## config.mk

```make
export PLATFORM = sky130hd
export DESIGN_NAME = comparator_arbiter
export DESIGN_NICKNAME = d
export VERILOG_FILES = /design/src/rtl/cmp_pkg.sv /design/src/rtl/cmp_core.sv /design/src/rtl/comparator_arbiter.sv
export SDC_FILE = /design/constraint.sdc
export NUM_CORES = 1
export LEC_CHECK = 0
export ABC_AREA = 0
export CAP_MARGIN = 20
export CORE_ASPECT_RATIO = 1.5
export CORE_MARGIN = 3
export CORE_UTILIZATION = 43
export CTS_BUF_LIST = sky130_fd_sc_hd__clkbuf_16
export DETAILED_ROUTE_END_ITERATION = 8
export PLACE_DENSITY = 0.76
export SETUP_SLACK_MARGIN = 0.2
export SLEW_MARGIN = 10
export SYNTH_ARGS = -nofsm -noshare
export SYNTH_HDL_FRONTEND = slang
export SYNTH_SLANG_ARGS = --single-unit
```

## constraint.sdc

```tcl
create_clock -name clk -period 3.6 [get_ports clk]
set_clock_uncertainty 0.2 [all_clocks]
set_input_delay 0.9 -clock clk [delete_from_list [all_inputs] [get_ports clk]]
set_output_delay 0.9 -clock clk [all_outputs]
set_load 0.03 [all_outputs]
```

## src/rtl/cmp_pkg.sv

```systemverilog
// -----------------------------------------------------------------------------
// cmp_pkg
// Shared definitions for the comparator arbiter:
//   - bit positions of the six result flags inside res_flags
//   - the three legal flag patterns (equal / less-than / greater-than)
//   - the arbiter FSM state encoding
//   - width of the optional result-class counters
// Imported by cmp_core and comparator_arbiter.
// -----------------------------------------------------------------------------
package cmp_pkg;

  // Flag bit positions within the 6-bit result
  localparam int FLG_EQ = 5;
  localparam int FLG_NE = 4;
  localparam int FLG_GT = 3;
  localparam int FLG_LT = 2;
  localparam int FLG_GE = 1;
  localparam int FLG_LE = 0;

  // Complete flag words for each outcome of an unsigned compare
  localparam logic [5:0] FLAGS_EQ = 6'b100011;
  localparam logic [5:0] FLAGS_LT = 6'b010101;
  localparam logic [5:0] FLAGS_GT = 6'b011010;

  // Width of the optional per-class result counters
  localparam int STAT_W = 16;

  typedef enum logic [1:0] {
    IDLE = 2'd0,
    CMP  = 2'd1,
    OUT  = 2'd2
  } state_e;

endpackage

```

## src/rtl/cmp_core.sv

```systemverilog
// -----------------------------------------------------------------------------
// cmp_core
// Purely combinational unsigned magnitude comparator.
// Ports:
//   a_i     in  DATA_W  operand A
//   b_i     in  DATA_W  operand B
//   flags_o out 6       {EQ, NE, GT, LT, GE, LE}
// -----------------------------------------------------------------------------
module cmp_core
  import cmp_pkg::*;
#(
  parameter int DATA_W = 4
) (
  input  logic [DATA_W-1:0] a_i,
  input  logic [DATA_W-1:0] b_i,
  output logic [5:0]        flags_o
);

  logic eq;
  logic gt;
  logic lt;

  always_comb begin
    eq = (a_i == b_i);
    gt = (a_i > b_i);
    lt = (a_i < b_i);

    flags_o         = '0;
    flags_o[FLG_EQ] = eq;
    flags_o[FLG_NE] = ~eq;
    flags_o[FLG_GT] = gt;
    flags_o[FLG_LT] = lt;
    flags_o[FLG_GE] = ~lt;
    flags_o[FLG_LE] = ~gt;
  end

endmodule

```

## src/rtl/comparator_arbiter.sv

```systemverilog
// -----------------------------------------------------------------------------
// comparator_arbiter
// Shares one magnitude comparator among NUM_REQ requesters. A round-robin
// arbiter grants one requester while idle, its operands are registered, the
// compare runs in the following cycle, and the tagged result is then held
// until the consumer accepts it. At most one result every three cycles.
//
// Ports:
//   clk        in   1                clock
//   rst        in   1                synchronous reset, active-high
//   req_valid  in   NUM_REQ          per-requester operand valid
//   req_ready  out  NUM_REQ          grant / accept, one-hot or zero
//   req_a      in   NUM_REQ*DATA_W   operand A, requester i at [i*DATA_W +: DATA_W]
//   req_b      in   NUM_REQ*DATA_W   operand B, same packing
//   res_valid  out  1                result valid
//   res_ready  in   1                consumer accepts result
//   res_flags  out  6                {EQ, NE, GT, LT, GE, LE}
//   res_id     out  $clog2(NUM_REQ)  requester that owns the result
//
// Optional feature (macro COMPARATOR_ARBITER_STATS_EN):
//   cnt_eq, cnt_lt, cnt_gt  out 16  saturating counts of accepted results
//   per class, cleared by rst. Without the macro these ports do not exist.
// -----------------------------------------------------------------------------
module comparator_arbiter
  import cmp_pkg::*;
#(
  parameter  int NUM_REQ = 4,
  parameter  int DATA_W  = 4,
  localparam int ID_W    = $clog2(NUM_REQ)
) (
  input  logic                      clk,
  input  logic                      rst,
  input  logic [NUM_REQ-1:0]        req_valid,
  output logic [NUM_REQ-1:0]        req_ready,
  input  logic [NUM_REQ*DATA_W-1:0] req_a,
  input  logic [NUM_REQ*DATA_W-1:0] req_b,
  output logic                      res_valid,
  input  logic                      res_ready,
  output logic [5:0]                res_flags,
  output logic [ID_W-1:0]           res_id
`ifdef COMPARATOR_ARBITER_STATS_EN
  ,
  output logic [STAT_W-1:0]         cnt_eq,
  output logic [STAT_W-1:0]         cnt_lt,
  output logic [STAT_W-1:0]         cnt_gt
`endif
);

  state_e            state_q, state_d;
  logic [ID_W-1:0]   rr_q, rr_d;
  logic [ID_W-1:0]   capt_id_q, capt_id_d;
  logic [DATA_W-1:0] capt_a_q, capt_a_d;
  logic [DATA_W-1:0] capt_b_q, capt_b_d;
  logic              res_valid_q, res_valid_d;
  logic [5:0]        res_flags_q, res_flags_d;
  logic [ID_W-1:0]   res_id_q, res_id_d;

  logic [DATA_W-1:0] a_arr [NUM_REQ];
  logic [DATA_W-1:0] b_arr [NUM_REQ];
  logic              any_valid;
  logic [ID_W-1:0]   win_idx;
  logic [ID_W:0]     idx_ext;
  logic [5:0]        core_flags;

  // Unpack the flat operand buses into per-requester lanes
  for (genvar gi = 0; gi < NUM_REQ; gi++) begin : g_unpack
    assign a_arr[gi] = req_a[gi*DATA_W +: DATA_W];
    assign b_arr[gi] = req_b[gi*DATA_W +: DATA_W];
  end

  // Round-robin search: start at rr_q, walk upward with wrap, first valid
  // wins. One extra bit on the index lets the wrap work for any NUM_REQ.
  always_comb begin
    any_valid = 1'b0;
    win_idx   = rr_q;
    idx_ext   = '0;
    for (int k = 0; k < NUM_REQ; k++) begin
      idx_ext = {1'b0, rr_q} + (ID_W+1)'(k);
      if (idx_ext >= (ID_W+1)'(NUM_REQ)) begin
        idx_ext = idx_ext - (ID_W+1)'(NUM_REQ);
      end
      if (!any_valid && req_valid[idx_ext[ID_W-1:0]]) begin
        any_valid = 1'b1;
        win_idx   = idx_ext[ID_W-1:0];
      end
    end
  end

  cmp_core #(
    .DATA_W (DATA_W)
  ) u_cmp_core (
    .a_i     (capt_a_q),
    .b_i     (capt_b_q),
    .flags_o (core_flags)
  );

  // FSM: state register
  always_ff @(posedge clk) begin
    if (rst) begin
      state_q <= IDLE;
    end else begin
      state_q <= state_d;
    end
  end

  // FSM: next-state logic
  always_comb begin
    state_d = state_q;
    case (state_q)
      IDLE:    if (any_valid) state_d = CMP;
      CMP:     state_d = OUT;
      OUT:     if (res_ready) state_d = IDLE;
      default: state_d = IDLE;
    endcase
  end

  // FSM: outputs and datapath next values
  always_comb begin
    req_ready   = '0;
    rr_d        = rr_q;
    capt_id_d   = capt_id_q;
    capt_a_d    = capt_a_q;
    capt_b_d    = capt_b_q;
    res_valid_d = res_valid_q;
    res_flags_d = res_flags_q;
    res_id_d    = res_id_q;
    case (state_q)
      IDLE: begin
        if (any_valid) begin
          // No grant is shown while reset is asserted; the capture below is
          // overridden by reset in the register process anyway.
          req_ready[win_idx] = ~rst;
          capt_id_d          = win_idx;
          capt_a_d           = a_arr[win_idx];
          capt_b_d           = b_arr[win_idx];
          if (win_idx == ID_W'(NUM_REQ - 1)) begin
            rr_d = '0;
          end else begin
            rr_d = win_idx + ID_W'(1);
          end
        end
      end
      CMP: begin
        res_flags_d = core_flags;
        res_id_d    = capt_id_q;
        res_valid_d = 1'b1;
      end
      OUT: begin
        // Flags and id stay as they are after acceptance; only valid drops.
        if (res_ready) res_valid_d = 1'b0;
      end
      default: ;
    endcase
  end

  always_ff @(posedge clk) begin
    if (rst) begin
      rr_q        <= '0;
      capt_id_q   <= '0;
      capt_a_q    <= '0;
      capt_b_q    <= '0;
      res_valid_q <= 1'b0;
      res_flags_q <= '0;
      res_id_q    <= '0;
    end else begin
      rr_q        <= rr_d;
      capt_id_q   <= capt_id_d;
      capt_a_q    <= capt_a_d;
      capt_b_q    <= capt_b_d;
      res_valid_q <= res_valid_d;
      res_flags_q <= res_flags_d;
      res_id_q    <= res_id_d;
    end
  end

  assign res_valid = res_valid_q;
  assign res_flags = res_flags_q;
  assign res_id    = res_id_q;

`ifdef COMPARATOR_ARBITER_STATS_EN
  logic              out_done;
  logic [STAT_W-1:0] cnt_eq_q, cnt_lt_q, cnt_gt_q;

  // A result is counted when the consumer takes it, classified by the flag
  // word it carried.
  assign out_done = (state_q == OUT) && res_ready;

  always_ff @(posedge clk) begin
    if (rst) begin
      cnt_eq_q <= '0;
      cnt_lt_q <= '0;
      cnt_gt_q <= '0;
    end else if (out_done) begin
      if (res_flags_q[FLG_EQ] && (cnt_eq_q != '1)) cnt_eq_q <= cnt_eq_q + STAT_W'(1);
      if (res_flags_q[FLG_LT] && (cnt_lt_q != '1)) cnt_lt_q <= cnt_lt_q + STAT_W'(1);
      if (res_flags_q[FLG_GT] && (cnt_gt_q != '1)) cnt_gt_q <= cnt_gt_q + STAT_W'(1);
    end
  end

  assign cnt_eq = cnt_eq_q;
  assign cnt_lt = cnt_lt_q;
  assign cnt_gt = cnt_gt_q;
`endif

endmodule

```

After elaboration in Yosys (flattened, before gate mapping):

Index checks and enable logic that the tools add are counted.
W data, S select, Z words.

* $add $sub $neg: 8
* $lt $le $gt $ge: 13
* equality and inequality tests: 6
* muxes and demuxes: 36
* bitwise gates (word level): 6
* reductions and logical operators: 12

Operators by type and width (count)
* $mux W4: 6
* $mux W2: 11
* $bmux W4 S2: 2
* $lt A2 B3 Y1 const B: 5
* $ge A3 B3 Y1 const B: 4
* $mux W1: 10
* $bmux W1 S2: 4
* $sub A2 B1 Y2 const B: 4
* $add A2 B2 Y3 const B: 2
* $pmux W2 S3: 1
* $reduce_and A2 Y1: 3
* $and A4 B4 Y4: 1
* $eq A2 B2 Y1 const B: 2
* $eq A4 B4 Y1: 1
* $gt A4 B4 Y1: 1
* $logic_and A1 B1 Y1: 4
* $lt A4 B4 Y1: 1
* $ne A2 B2 Y1 const B: 2
* $not A1 Y1: 4
* $add A2 B1 Y3 const B: 1
* $ge A2 B3 Y1 const B: 1
* $logic_not A1 Y1: 3
* $not A2 Y3: 1
* $add A2 B1 Y2 const B: 1
* other kinds (6): 6

* flip-flop bits (word level): 23
* input bits: 39
* output and inout port bits: 13
* logic and storage cells: 89

Longest topological paths before layout:

* depth after elaboration: 21
* depth in mapped cells: 7
* gate-level depth less buffers: 7

Hierarchy:

From an unflattened synthesis, not the netlist that was laid out.

* cell total of the unflattened synthesis: 147
* area, all modules: 1451.4 um^2

Modules (own cells, without submodules)
* comparator_arbiter: instances 1, cells each 127, area an instance 1300.0 um^2, sequential area each 460.4 um^2
* cmp_core: instances 1, cells each 20, area an instance 151.4 um^2, sequential area each 0.0 um^2

Least setup slack after synthesis:

Ideal clock, no wire load.

* kind: input to output
* start: in req_valid[0]
* end: out req_ready[0]
* data arrival time: 2.321 ns
* required time: 2.500 ns
* setup slack: 0.179 ns
* stages: 7
* buffers on the path: 1
* path through: and2b_1 -> or4_4 -> nand2_4 -> buf_12 -> inv_1 -> ha_1 -> and2_1

* word-level cells in the longest chain between the ends: 19
* elaborated cells between the ends (all ways): 30
* classes of those cells: 2 x order compare; 20 x mux; 1 x bitwise; 7 x reduce/logical

RTL lines
* start: declaration: line comparator_arbiter.sv:33 `input logic [NUM_REQ-1:0] req_valid,`
* $bmux W1 S2: line comparator_arbiter.sv:82 `if (!any_valid && req_valid[idx_ext[ID_W-1:0]]) begin`
* $mux W1 (not written as such): line comparator_arbiter.sv:82
* $mux W1: line comparator_arbiter.sv:82
* $logic_not A1 Y1: line comparator_arbiter.sv:82
* $logic_and A1 B1 Y1: line comparator_arbiter.sv:82
* $mux W1: line comparator_arbiter.sv:82
* $logic_not A1 Y1: line comparator_arbiter.sv:82
* $logic_and A1 B1 Y1: line comparator_arbiter.sv:82
* [4 not listed]
* net win_idx[1]: line comparator_arbiter.sv:61 `logic [ID_W-1:0] win_idx;`
* $lt A2 B3 Y1 (not written as such) or $ge A2 B1 Y1 (tied branches): line comparator_arbiter.sv:132 `req_ready[win_idx] = ~rst;`
* $logic_and A1 B1 Y1 (not written as such): line comparator_arbiter.sv:132
* $mux W1 (not written as such): line comparator_arbiter.sv:132
* $demux W1 S2 (*): line comparator_arbiter.sv:132
* $and A4 B4 Y4 (no source line) (*)
* $mux W4 (*): line comparator_arbiter.sv:129 `if (any_valid) begin`
* $mux W4 (*): line comparator_arbiter.sv:127 `case (state_q)`
* end: declaration: line comparator_arbiter.sv:34 `output logic [NUM_REQ-1:0] req_ready,`

The timed path passes the listed nets; every way through them passes the cells marked *. The select of a mux whose other input is x is not followed.

Worst setup path in the final report:

* start: in req_valid[0]
* end: out req_ready[2]

* word-level cells in the longest chain between the ends: 19
* elaborated cells between the ends (all ways): 30
* classes of those cells: 2 x order compare; 20 x mux; 1 x bitwise; 7 x reduce/logical

RTL lines (line)
* $bmux W1 S2: comparator_arbiter.sv:82
* $mux W1 (not written as such): comparator_arbiter.sv:82
* $mux W1: comparator_arbiter.sv:82
* $logic_not A1 Y1: comparator_arbiter.sv:82
* $logic_and A1 B1 Y1: comparator_arbiter.sv:82
* $mux W1: comparator_arbiter.sv:82
* $logic_not A1 Y1: comparator_arbiter.sv:82
* $logic_and A1 B1 Y1: comparator_arbiter.sv:82
* [3 not listed]
* $mux W2: comparator_arbiter.sv:82
* $lt A2 B3 Y1 (not written as such) or $ge A2 B1 Y1 (tied branches): comparator_arbiter.sv:132
* $logic_and A1 B1 Y1 (not written as such): comparator_arbiter.sv:132
* $mux W1 (not written as such): comparator_arbiter.sv:132
* $demux W1 S2: comparator_arbiter.sv:132
* $and A4 B4 Y4 (no source line)
* $mux W4 (*): comparator_arbiter.sv:129
* $mux W4 (*): comparator_arbiter.sv:127

Mark *: on every way between the ends. The rest lies on a longest branch, timed or not. The select of a mux whose other input is x is not followed.

==> metrics.txt <==
status finished clean; vias in the first global route 1400; Fin. Hold Viols 0; slew margin rel. 71.4%; ANT cells 0; number of synthesized flops with an enable pin 0; CTS Hold Bufs 0; Int Pwr 693 µW; fin crit period 3410 ps; CP endpoint kind primary output; Routed wire per std cell 15.0 µm; switching pwr 343 µW; Clock Sinks 23; GP Congestion 0.722; clock group share of total power 23.2%; first-pass GRT wire length 5870 µm; average cell area after synthesis 9.22 µm²; final wirelength 3670 µm; maximum clock rate 294 MHz; Antenna Nets Post-Route 0; DRT iter0 DRCs 4; Slew @ Worst Pin 428 ps; sequential-to-total area share from yosys stat 35.9%; root buffer cell clkbuf_16; Seq pwr share 32.0%; met2 usage 41.0%; Initial Util 46.4%; R2R Path Start rr_q[0]; worst skew pair latency 250 ps; 1st-pass router iterations 4; crit share post-route 94.6%; flop2flop setup slack 1300 ps; Worst EP arrival 2310 ps; path category of the worst min-delay check register to register; Die X-Extent 50.6 µm; Logic pwr share 44.8%; Post-Syn Area 1280 µm²; H-tree depth 1; Area Overhead vs Synth 63.7%; CP Data Required Time 2500 ps; Post-Syn Instances 139; endpoints failing setup 0; die area 3680 µm²; Residual DRC 0; Core Area 2760 µm²; Ys Warns 0; total power 1040 µW; CTS buffer count 3; met1 usage 20.4%; CP Max Fanout 4; Post-synth ARST share 0%; CTS clk-pin slew, worst paths 60 ps; Layout Nets 255; HP Start capt_id_q[0]; Yosys cell types 27; maximum vdd drop 0.309 mV; Switching Fraction 33.1%; Clock Tree Buf Depth 2; Ports 52; share of cells above drive strength 1 22.2%; CTS tree yes; met3 Use GR 3.89%; Total GRT Usage 20.4%; GRT busiest layer met2; unrepaired setup endpoints after global routing true; FP Rows 23; Synth Flop Type dfxtp_1; syn_nets 186; Congestion Overflow GR 0; CP Launch Point req_valid[0]; Slew Viols, Final 0; initial antenna violation count 0; post-route cell area 2100 µm²; # port buffers 51; Max-cap violations 0; Lkg Pwr 0.000864 µW; routed vias/inst 5.27; largest net degree at the start of global routing 22; PD cells 494 nW/µm²; placed cell area 1890 µm²; routed vias 1287; Die Y 72.9 µm; flops & latches, synth 23; HPWL Detailed 2640 µm; Worst setup SP type input pin; Worst Path Class, Setup input pin to primary output
==> per-layer routing <==
layer	routed length (µm)	vias up
met4	29	0
met5	0	-
li1	-	638
met1	1300	605
met3	188	4
met2	2150	40
==> critical path, stage by stage <==
cell     delay (ps)
buf_6           100
and2b_1         160
or4_4           570
nand2_8          90
buf_12          110
ha_4            120
and2_4          130
buf_6           120
==> power groups by stage <==
stage	clock [µW]	sequential, µW	combinational [µW]
floorplan	0	359	225
global placement	0	333	383
detailed placement	0	335	395
CTS	241	330	440
global route	254	337	507
finish	240	332	464
==> flip-flops by register name, indices dropped and copies added (netlist names) <==
register and cells:
res_flags 6, capt_a_q 4, capt_b_q 4, capt_id_q 2, res_id 2, rr_q 2, state_q 2, res_valid 1
==> Yosys cell counts, drive strengths merged, types with 3 or more instances <==
cell type  number  area share, %
a211o           3            2.1
a21oi          10            3.9
and2            4            2.0
and2b           4            2.4
clkbuf          4            1.2
dfxtp          23             36
ha              8            7.8
inv             7            2.1
mux2i          18             14
nand2           8            2.9
nand3b          9            5.3
nor2           13            3.8
nor3            3            1.2
o21ai           5            2.0
o221ai          8            5.5
==> path summary, 6_finish.rpt <==
| path | cells past startpoint | end |
|---|---|---|
| max | 8 | req_ready[2] |
| min | 2 | res_id[0] |
| min reg2reg | 2 | res_id[0] |
| max reg2reg | 8 | capt_a_q[3] |
==> cell usage in the layout, fill, tap and decap left out, types with 3 or more instances in the layout <==
cell type	Yosys	layout
buf_6	0	9
nor3_1	3	3
a21oi_1	10	10
nor2_1	13	11
clkdlybuf4s50_1	0	43
nand2_1	7	7
and2_4	0	4
buf_4	0	14
inv_1	7	6
and2b_1	3	3
o21ai_0	5	3
nand3b_1	9	9
clkbuf_16	0	3
a211o_1	3	3
ha_1	8	4
o221ai_1	8	8
dfxtp_1	23	23
mux2i_1	18	18
==> through the flow <==
stage | TNS, ps | setup slack, ps | cells | hold WS, ps | utilization (%)
2_1_floorplan | 0 | 200 | 139 | 232 | -
3_3_place_gp | -2060 | -629 | 233 | 246 | 68.5
3_5_place_dp | -2210 | -677 | 233 | 259 | 68.5
4_1_cts | 0 | 210 | 242 | 265 | 74.5
5_1_grt | 0 | 151 | 244 | 284 | 75.9
6_report | 0 | 193 | 244 | 266 | 75.9
==> logic make-up (layout without fill, tap and decap cells) <==
family	Yosys count	in the layout	synth area share [%]
fa+ha+maj	8	8	7.81
simple gates	49	49	22.3
flops	23	23	35.9
mux	18	18	14.1
compound gates	29	29	15.1
buf+inv	12	80	4.79
==> area by class of cell <==
cell class | count | area [µm²]
clock buffer | 3 | 75.1
clock inverter | 1 | 5.00
fill | 219 | 666
inverter | 7 | 26.3
multi-input combinational | 104 | 817
sequential | 23 | 460
tap | 37 | 46.3
timing repair buffer | 69 | 667
==> repair_timing <==
action	CTS	global route
gates cloned	0	0
buffers inserted	5	2
setup endpoints to repair	4	4
pin swaps	3	4
gates resized for setup	45	8
No activity file was read; power rests on OpenSTA's default activity.
